$ cat config.mk
export PLATFORM = sky130hd
export DESIGN_NAME = cpu7_ifu_fbuf
export DESIGN_NICKNAME = d
export VERILOG_FILES = /design/src/rtl/cpu7_ifu_fbuf.sv
export SDC_FILE = /design/constraint.sdc
export NUM_CORES = 1
export LEC_CHECK = 0
export CELL_PAD_IN_SITES_DETAIL_PLACEMENT = 0
export CELL_PAD_IN_SITES_GLOBAL_PLACEMENT = 2
export CORE_ASPECT_RATIO = 1.5
export CORE_MARGIN = 2
export CORE_UTILIZATION = 40
export CTS_BUF_LIST = sky130_fd_sc_hd__clkbuf_8
export CTS_CLUSTER_DIAMETER = 30
export DETAILED_ROUTE_END_ITERATION = 12
export PLACE_DENSITY = 0.81
export SYNTH_ARGS = -nofsm -noshare
export SYNTH_HDL_FRONTEND = slang
export SYNTH_SLANG_ARGS = --single-unit
$ cat constraint.sdc
create_clock -name clk -period 3.3 [get_ports clk]
set_clock_uncertainty 0.05 [all_clocks]
set_input_delay 0.495 -clock clk [delete_from_list [all_inputs] [get_ports clk]]
set_output_delay 0.495 -clock clk [all_outputs]
set_load 0.05 [all_outputs]
$ cat src/rtl/cpu7_ifu_fbuf.sv
// cpu7_ifu_fbuf: credit-throttled ICU fetch sequencer and circular instruction queue feeding decode
module cpu7_ifu_fbuf #(
  parameter int FETCH_INSTS = 2,
  parameter int DEPTH = 8,
  parameter int CW = $clog2(DEPTH) + 1
) (
  input  logic                      clk,
  input  logic                      reset,
  input  logic [31:0]               pc_init,
  input  logic                      redirect_vld,
  input  logic [31:0]               redirect_pc,
  output logic                      ifu_icu_req_ic1,
  output logic [31:0]               ifu_icu_addr_ic1,
  input  logic                      icu_ifu_ack_ic1,
  output logic                      ifu_icu_cancel,
  input  logic [32*FETCH_INSTS-1:0] icu_ifu_data_ic2,
  input  logic                      icu_ifu_data_valid_ic2,
  output logic                      fbuf_dec_vld_f,
  output logic [31:0]               fbuf_dec_inst_f,
  output logic [31:0]               fbuf_dec_pc_f,
  input  logic                      dec_fbuf_take,
  output logic [CW-1:0]             fbuf_count
);
  localparam int LB = 4 * FETCH_INSTS;
  localparam int PW = $clog2(DEPTH);
  typedef enum logic [1:0] {IDLE, REQ, WAIT} state_t;
  state_t state;
  logic [31:0] fpc, rpc, k, line_rpc;
  logic [31:0] inst_q [DEPTH];
  logic [31:0] pc_q [DEPTH];
  logic [PW-1:0] rd_ptr, wr_ptr;
  logic [CW-1:0] count, nwr;
  logic wr, take, ack, credit;
  assign k = (rpc >> 2) & 32'(FETCH_INSTS - 1);
  assign line_rpc = rpc & ~32'(LB - 1);
  assign nwr = CW'(32'(FETCH_INSTS) - k);
  assign credit = count <= CW'(DEPTH - FETCH_INSTS);
  assign wr = state == WAIT && icu_ifu_data_valid_ic2 && !redirect_vld;
  assign take = dec_fbuf_take && count != '0;
  assign ack = state == REQ && icu_ifu_ack_ic1 && !redirect_vld;
  assign ifu_icu_req_ic1 = state == REQ && !redirect_vld && !reset;
  assign ifu_icu_addr_ic1 = fpc & ~32'(LB - 1);
  // A same-cycle ack on a withdrawn request still needs the ICU told to drop it
  assign ifu_icu_cancel = !reset && redirect_vld && (state == WAIT || (state == REQ && icu_ifu_ack_ic1));
  assign fbuf_dec_vld_f = count != '0 && !reset;
  assign fbuf_dec_inst_f = fbuf_dec_vld_f ? inst_q[rd_ptr] : '0;
  assign fbuf_dec_pc_f = fbuf_dec_vld_f ? pc_q[rd_ptr] : '0;
  assign fbuf_count = count;
  always_ff @(posedge clk) begin
    if (reset) begin
      state <= IDLE;
      fpc <= pc_init;
      rpc <= '0;
      rd_ptr <= '0;
      wr_ptr <= '0;
      count <= '0;
    end else if (redirect_vld) begin
      state <= IDLE;
      fpc <= redirect_pc;
      rd_ptr <= '0;
      wr_ptr <= '0;
      count <= '0;
    end else begin
      if (take) rd_ptr <= rd_ptr + PW'(1);
      if (wr) wr_ptr <= wr_ptr + PW'(nwr);
      if (wr) assert (32'(count) + 32'(nwr) <= DEPTH);
      count <= count + (wr ? nwr : '0) - CW'(take);
      state <= (state == IDLE && credit) ? REQ : ack ? WAIT : wr ? IDLE : state;
      if (ack) begin
        rpc <= fpc;
        fpc <= (fpc & ~32'(LB - 1)) + 32'(LB);
      end
    end
  end
  // Slots below the entry offset k of an unaligned fetch are skipped, not written
  always_ff @(posedge clk)
    for (int i = 0; i < FETCH_INSTS; i++)
      if (wr && 32'(i) >= k) begin
        inst_q[wr_ptr + PW'(32'(i) - k)] <= icu_ifu_data_ic2[32*i +: 32];
        pc_q[wr_ptr + PW'(32'(i) - k)] <= line_rpc + 32'(4 * i);
      end
endmodule

==> results.md, run 1 <==
- Fin. max-slew vios: 0
- TNS Setup: 0 ns
- Element type at the critical path end: output pin
- GR Overflow Total: 0
- Critical Path AT: around 2.6 ns
- Hold slack: 0.308 ns
- Setup CP Type: reg -> out
- Synth Area in Simple Gates: 9.68%
- Hold Fails Final Rpt: 0
- HPWL Detailed: 43,600 um
- Mux contribution to synthesized area: around 24%
- Slew @ Worst Pin: 0.644 ns
- # rows: 119
- Post-synth EDFFs: slightly above 500
- Final Util: 48.9%
- Clk pwr share: approximately two fifths
- Peak VDD IR: roughly 0.00030 V
- I/O pin count: 237
- Core Area: 0.0700 mm2
- Hold Crit Class: in -> reg
- Relative slew slack: a little under three fifths
- Layout cells sized above 1: 31.4%
- Nets@finish: 2,234
- Worst Slack Setup Final: 0.115 ns
- Leak: 11.9 nW
- CP max FO: 43
- Vias in the first global route: about 18k
- Total Wirelength: just over 70,000 um
- Drt wl/cell: approximately 24 um
- Clock buffer depth: 3
- GRT Overall Usage: 20.2%
- Post-synth cell types: 52
- Period minus WS final: 3.18 ns
- Drt pass-1 iters: 4
- Final setup vio count: 0
- Pwr/cell area: 528 mW/mm2
- Tot Pwr: between 15 and 20 mW
- Register bit total from synthesis: 571
- First-pass GRT wire length: 108,000 um
- TritonCTS clock tree: yes
- DP Worst Slack: 0.369 ns
- Drt drc: 0
- DRT iter0 DRCs: 930
- Synth-to-layout area growth: 21.5%
- Mapped Cells: roughly 1.8k
- Worst-Skew Late Latency: 0.71 ns
- Area of the die: 0.0726 mm2
- Max cap viols: 0
- Yosys synthesis warning count: 0
- Starting density of the core: 40.2%
- Seq pwr share: 44.6%
- Net Sw Frac: 26.8%
- Crit path launch type: flop
- Antenna-violating nets left: 0
- Die height: 329 um
- CTS root buf: clkbuf_8
- Via density: 5.30
- H-tree Lvls: 3
- Final GP Congestion: 0.766
- Comb pwr share: between 10% and 20%
- Inserted Clock Buffers: ~110
- Die W: ~220 um
- Total number of vias: around 16k
- Seq/Total Area, Yosys: 59.0%
- Synth Area per Inst: approximately 15 um2
- Main synth FF type: edfxtp_1
- Fraction of registers with async set/reset: 0%
- Clock sinks: 571
- Pint: 13.2 mW
- Largest net degree at the start of global routing: 53
- Number of port buffers: 227
- Fillers: 6,100
- Post-Layout Inst Area: 0.0342 mm2
- Unrepaired setup endpoints after global routing: no
- Cell Area, Placed: around 0.032 mm2
- Clk slew on worst S/H paths: 0.05 ns
- Finished Layout Cells: about 3k
- Synth Area in XOR/XNOR: about 1.1%
- Crit share post-route: 96.5%
- Synth Area in Adders: 0.747%
- Status: finished clean
- F_max: roughly 0.31 GHz
- Sw Pwr: 4.83 mW
- Largest family of logic cells by synthesized area: multiplexers
- Synth Area in Compound Gates: 1.89%
- Synthesized cell area: 0.0282 mm2
- Initial antenna violation count: 3
- Dpl cells: roughly 2.9k
- WP data required: 2.75 ns
## synth_stat cells, types with 3 or more instances
| cell | instances | area share, % |
|---|---|---|
| inv_2 | 3 | 0.040 |
| mux4_2 | 124 | 9.9 |
| inv_1 | 16 | 0.21 |
| nand2b_1 | 4 | 0.089 |
| a21oi_1 | 41 | 0.73 |
| nand3_4 | 4 | 0.25 |
| mux2_2 | 111 | 4.4 |
| edfxtp_1 | 518 | 55 |
| xor2_1 | 19 | 0.59 |
| ha_1 | 12 | 0.53 |
| nand4_1 | 11 | 0.24 |
| nor3_1 | 6 | 0.11 |
| nor2b_1 | 120 | 2.7 |
| a22oi_1 | 16 | 0.43 |
| buf_6 | 13 | 0.52 |
| nand3_1 | 21 | 0.37 |
| mux2_4 | 116 | 6.2 |
| clkbuf_1 | 47 | 0.63 |
| and2_1 | 125 | 2.8 |
| buf_4 | 41 | 1.1 |
| mux2_1 | 33 | 1.3 |
| dfxtp_1 | 53 | 3.8 |
| xnor2_1 | 13 | 0.40 |
| o21ai_0 | 24 | 0.43 |
| and3_1 | 3 | 0.067 |
| mux2i_1 | 65 | 2.3 |
| nor2_1 | 87 | 1.2 |
| or2_2 | 3 | 0.067 |
| fa_1 | 3 | 0.21 |
| buf_2 | 47 | 0.84 |
| o22ai_1 | 4 | 0.089 |
| nand2_1 | 99 | 1.3 |
| a21o_1 | 3 | 0.080 |
## power groups by stage
stage / registers [mW] / logic (mW) / clock network (mW)
5_1_grt: 8.07 / 2.90 / 7.76
3_3_place_gp: 8.21 / 2.69 / 0
6_report: 8.06 / 2.71 / 7.29
4_1_cts: 8.06 / 2.75 / 7.45
2_1_floorplan: 8.20 / 1.78 / 0
3_5_place_dp: 8.21 / 2.72 / 0
## registers in the layout (all words and copies together), names as in the netlist, named ones only
signal,flops
fbuf_count,4
fpc,30
inst_q,256
pc_q,240
rd_ptr,3
rpc,30
state,2
wr_ptr,3
## kinds of logic after synthesis
kind of cell / count (synthesis)
buffers and inverters: 169
other: 1
multiplexers: 449
adder cells (fa/ha/maj): 15
flip-flops: 571
AND/OR/NAND/NOR: 497
XOR/XNOR: 34
AO/OA/AOI/OAI: 93
## worst max-delay path, stage by stage, from the launching register on
cell     delay (ns)
dfxtp_4        0.41
buf_16         0.32
mux4_2         0.55
mux2i_1        0.32
nor2_1         0.07
buf_4          0.20
## final timing paths
path	start	to	slack (ns)	cells after the start
max	flop	fbuf_dec_inst_f[27]	0.12	5
min	reset	fpc[4]$_DFFE_PP_	0.31	4
max reg2reg	rpc[2]$_SDFFE_PP0P_	inst_q[5][4]$_DFFE_PP_	0.44	7
min reg2reg	pc_q[2][2]$_SDFFE_PP1N_	pc_q[2][2]$_SDFFE_PP1N_	0.39	2
## per-layer routing
| layer | global-route usage (%) | vias to the layer above | wire length [um] |
|---|---|---|---|
| met2 | 36.3 | 443 | 38500 |
| met3 | 3.31 | 109 | 3320 |
| met1 | 24.1 | 8378 | 28700 |
| met4 | 7.52 | 0 | 1840 |
| li1 | - | 7379 | - |
| met5 | 0 | - | 0 |
## cell usage in the layout, fill, tap and decap left out, drive strengths merged, types with 65 or more instances in the layout
master and count:
and2 125, mux2i 65, clkdlybuf4s50 161, nor2 87, nand2 101, nor2b 120
edfxtp 518, mux2 260, clkbuf 116, buf 132, mux4 124
## cell type report
class / count / area (um2) / share of cell area [%]
multi-input combinational: 1093 / 10700 / 31.2
clock inverter: 74 / 688 / 2.01
tap: 907 / 1130 / 3.32
clock buffer: 116 / 1600 / 4.67
timing repair buffer: 294 / 3380 / 9.89
sequential: 571 / 16600 / 48.6
antenna: 4 / 10.0 / 0.0293
inverter: 19 / 81.3 / 0.238
## what timing repair did
action / 4_1_cts / 5_1_grt
gates resized for setup: 12 / 4
endpoints found under the setup margin: 23 / 6
hold buffers: 0 / 0
pin swaps: 0 / 0
setup buffers: 0 / 1
Note: power is estimated with default switching activity, not from simulation.
==> inputs of run 2 (changes only) <==
Settings changed: CTS_CLUSTER_SIZE set to 16.
==> run 2 against run 1 <==
Against the previous run: sequential power hardly changed; first-iteration DRC count is 5.8% lower; critical path depth stayed put; core utilization is 0.16 points lower; via count hardly changed; global-route usage hardly changed; routed wire length is 0.12% higher; final area is 0.33% lower; cell count is 0.23% lower; register-to-register slack worse by 0.03 ns; clock-buffer cell count is 16 lower; critical endpoint is now fbuf_dec_pc_f[18]; largest cell class unchanged; largest power group unchanged.
==> results.md, run 2 (same netlist as run 1, synthesis figures left out) <==
- Starting density of the core: 40.2%
- Nets@finish: 2,227
- # rows: around 120
- I/O pin count: 237
- TNS Setup: 0 ns
- Vias in the first global route: 17.8k
- Clk pwr share: 39.9%
- GRT Overall Usage: 20.2%
- DP Worst Slack: 0.369 ns
- Unrepaired setup endpoints after global routing: yes
- Hold Crit Class: in -> reg
- Fin. max-slew vios: 0
- Core Area: 0.0700 mm2
- Hold Path Cell Cnt: 4
- Relative slew slack: 56.8%
- Finished Layout Cells: roughly 3.1k
- Net Sw Frac: 27.8%
- Hold endpoint: fpc[11]$_DFFE_PP_
- Clk slew on worst S/H paths: 0.07 ns
- GR Overflow Total: 0
- Drt drc: 0
- Clock sinks: 571
- Seq pwr share: 45.0%
- Antenna-violating nets left: 0
- Initial antenna violation count: 3
- Reg2Reg Setup Slack: 0.41 ns
- TritonCTS clock tree: yes
- Worst path most repeated cell: buf_12
- Peak VDD IR: ~0.00029 V
- Layout cells sized above 1: 31.5%
- Max reg flops: 256
- WP data required: 2.75 ns
- RR Startpoint: rpc[2]$_SDFFE_PP0P_
- Number of port buffers: between 200 and 250
- Hold slack: 0.300 ns
- Total number of vias: 16.3k
- Pint: roughly 13 mW
- CP max FO: 34
- Dpl cells: 2,883
- F_max: roughly 0.31 GHz
- Via density: 5.31
- Cell Area, Placed: approximately 0.032 mm2
- Drt pass-1 iters: 4
- Clock buffer depth: 3
- Total Wirelength: slightly above 70,000 um
- Final setup vio count: 0
- Crit share post-route: 96.8%
- Area of the die: approximately 0.073 mm2
- Die height: 329 um
- Pwr/cell area: around 520 mW/mm2
- CP max-delay cell: mux4_2
- CTS root buf: clkbuf_8
- Die W: between 200 and 250 um
- Hold_buf cts: 0
- Sw Pwr: around 5.0 mW
- First-pass GRT wire length: 108,000 um
- Largest net degree at the start of global routing: 53
- Setup CP Type: reg -> out
- Final GP Congestion: 0.766
- HP Start: reset
- Period minus WS final: between 3 and 4 ns
- Max cap viols: 0
- Hold Fails Final Rpt: 0
- Slew @ Worst Pin: 0.631 ns
- DRT iter0 DRCs: about 880
- H-tree Lvls: 3
- Element type at the critical path end: output pin
- Worst Slack Setup Final: 0.105 ns
- Max incr delay on CP: 0.56 ns
- CP cell instances: buf_12, mux4_2, mux2i_2, nor2_1, buf_12
- Worst-Skew Late Latency: between 0.7 and 0.8 ns
- Status: finished clean
- Post-Layout Inst Area: about 0.034 mm2
- Final Util: 48.7%
- HPWL Detailed: 43,600 um
- Tot Pwr: 17.9 mW
- Crit path launch type: flop
- Critical Path AT: 2.65 ns
- Top reg by flops: inst_q
- Leak: 11.8 nW
- Synth-to-layout area growth: 21.1%
- Largest registers: inst_q x256, pc_q x240
- Most frequent cells in the layout: 518 x edfxtp_1, 161 x clkdlybuf4s50_1, 125 x and2_1
- Reg-to-reg endpoint: pc_q[1][27]$_DFFE_PP_
- Inserted Clock Buffers: 99
- Reg2reg path depth: 8
- Comb pwr share: between 15 and 20%
- Drt wl/cell: around 24 um
- Most common cell after layout, fill and taps aside: edfxtp_1
[run 2: cell types whose count changed in the layout (fill, tap and decap cells not counted), moves of 5 or more]
cell	before	now
clkinv_2	15	21
clkinv_1	8	13
inv_1	38	25
clkbuf_8	116	100
inv_8	1	6
[run 2: worst max-delay path, delay by kind of cell (launching register included)]
family	cells	cell delay (ns)
simple gates	1	0.13
flops	1	0.40
mux	2	0.92
buf+inv	2	0.47
[run 2: what timing repair did]
item / CTS / global route
resized for setup: 9 / 1
setup buffers: 1 / 0
cloned: 0 / 0
setup endpoints to repair: 23 / 2
[run 2: power groups by stage]
stage	registers [mW]	clock network (mW)	logic, mW
2_1_floorplan	8.20	0	1.78
3_3_place_gp	8.21	0	2.69
3_5_place_dp	8.21	0	2.72
4_1_cts	8.06	7.30	2.74
5_1_grt	8.07	7.60	2.88
6_report	8.06	7.14	2.70
[run 2: worst max-delay path by stage]
stage,startpoint,endpoint,slack [ns],cells past startpoint
final,flop,fbuf_dec_pc_f[18],0.11,5
after detailed placement,redirect_vld,inst_q[1][18]$_DFFE_PP_,0.37,8
after global routing,fbuf_count[2]$_SDFF_PP0_,fbuf_dec_pc_f[11],-0.007,8
after floorplan,rpc[2]$_SDFFE_PP0P_,inst_q[5][0]$_DFFE_PP_,0.08,9
after CTS,flop,fbuf_dec_pc_f[28],0.002,5
after global placement,redirect_vld,inst_q[1][19]$_DFFE_PP_,0.36,8
[run 2: cell type report]
type / count / area, um2
inverters: 19 / 81.3
fillers: 6132 / 35900
multi-input cells: 1093 / 10700
diodes: 3 / 7.51
well taps: 907 / 1130
clock buffers: 100 / 1380
clock inverters: 84 / 828
flip-flops and latches: 571 / 16600
repair buffers: 294 / 3380
[run 2: routing by layer]
metal  share of wire [%]  wire length [um]  GRT usage (%)  up-vias
li1                    -                 -              -     7360
met1                  40             29000           24.2     8389
met2                  53             38100           36.2      438
met3                 4.6              3320           3.36      112
met4                 2.9              2100           7.45        0
met5                   0                 0              0        -
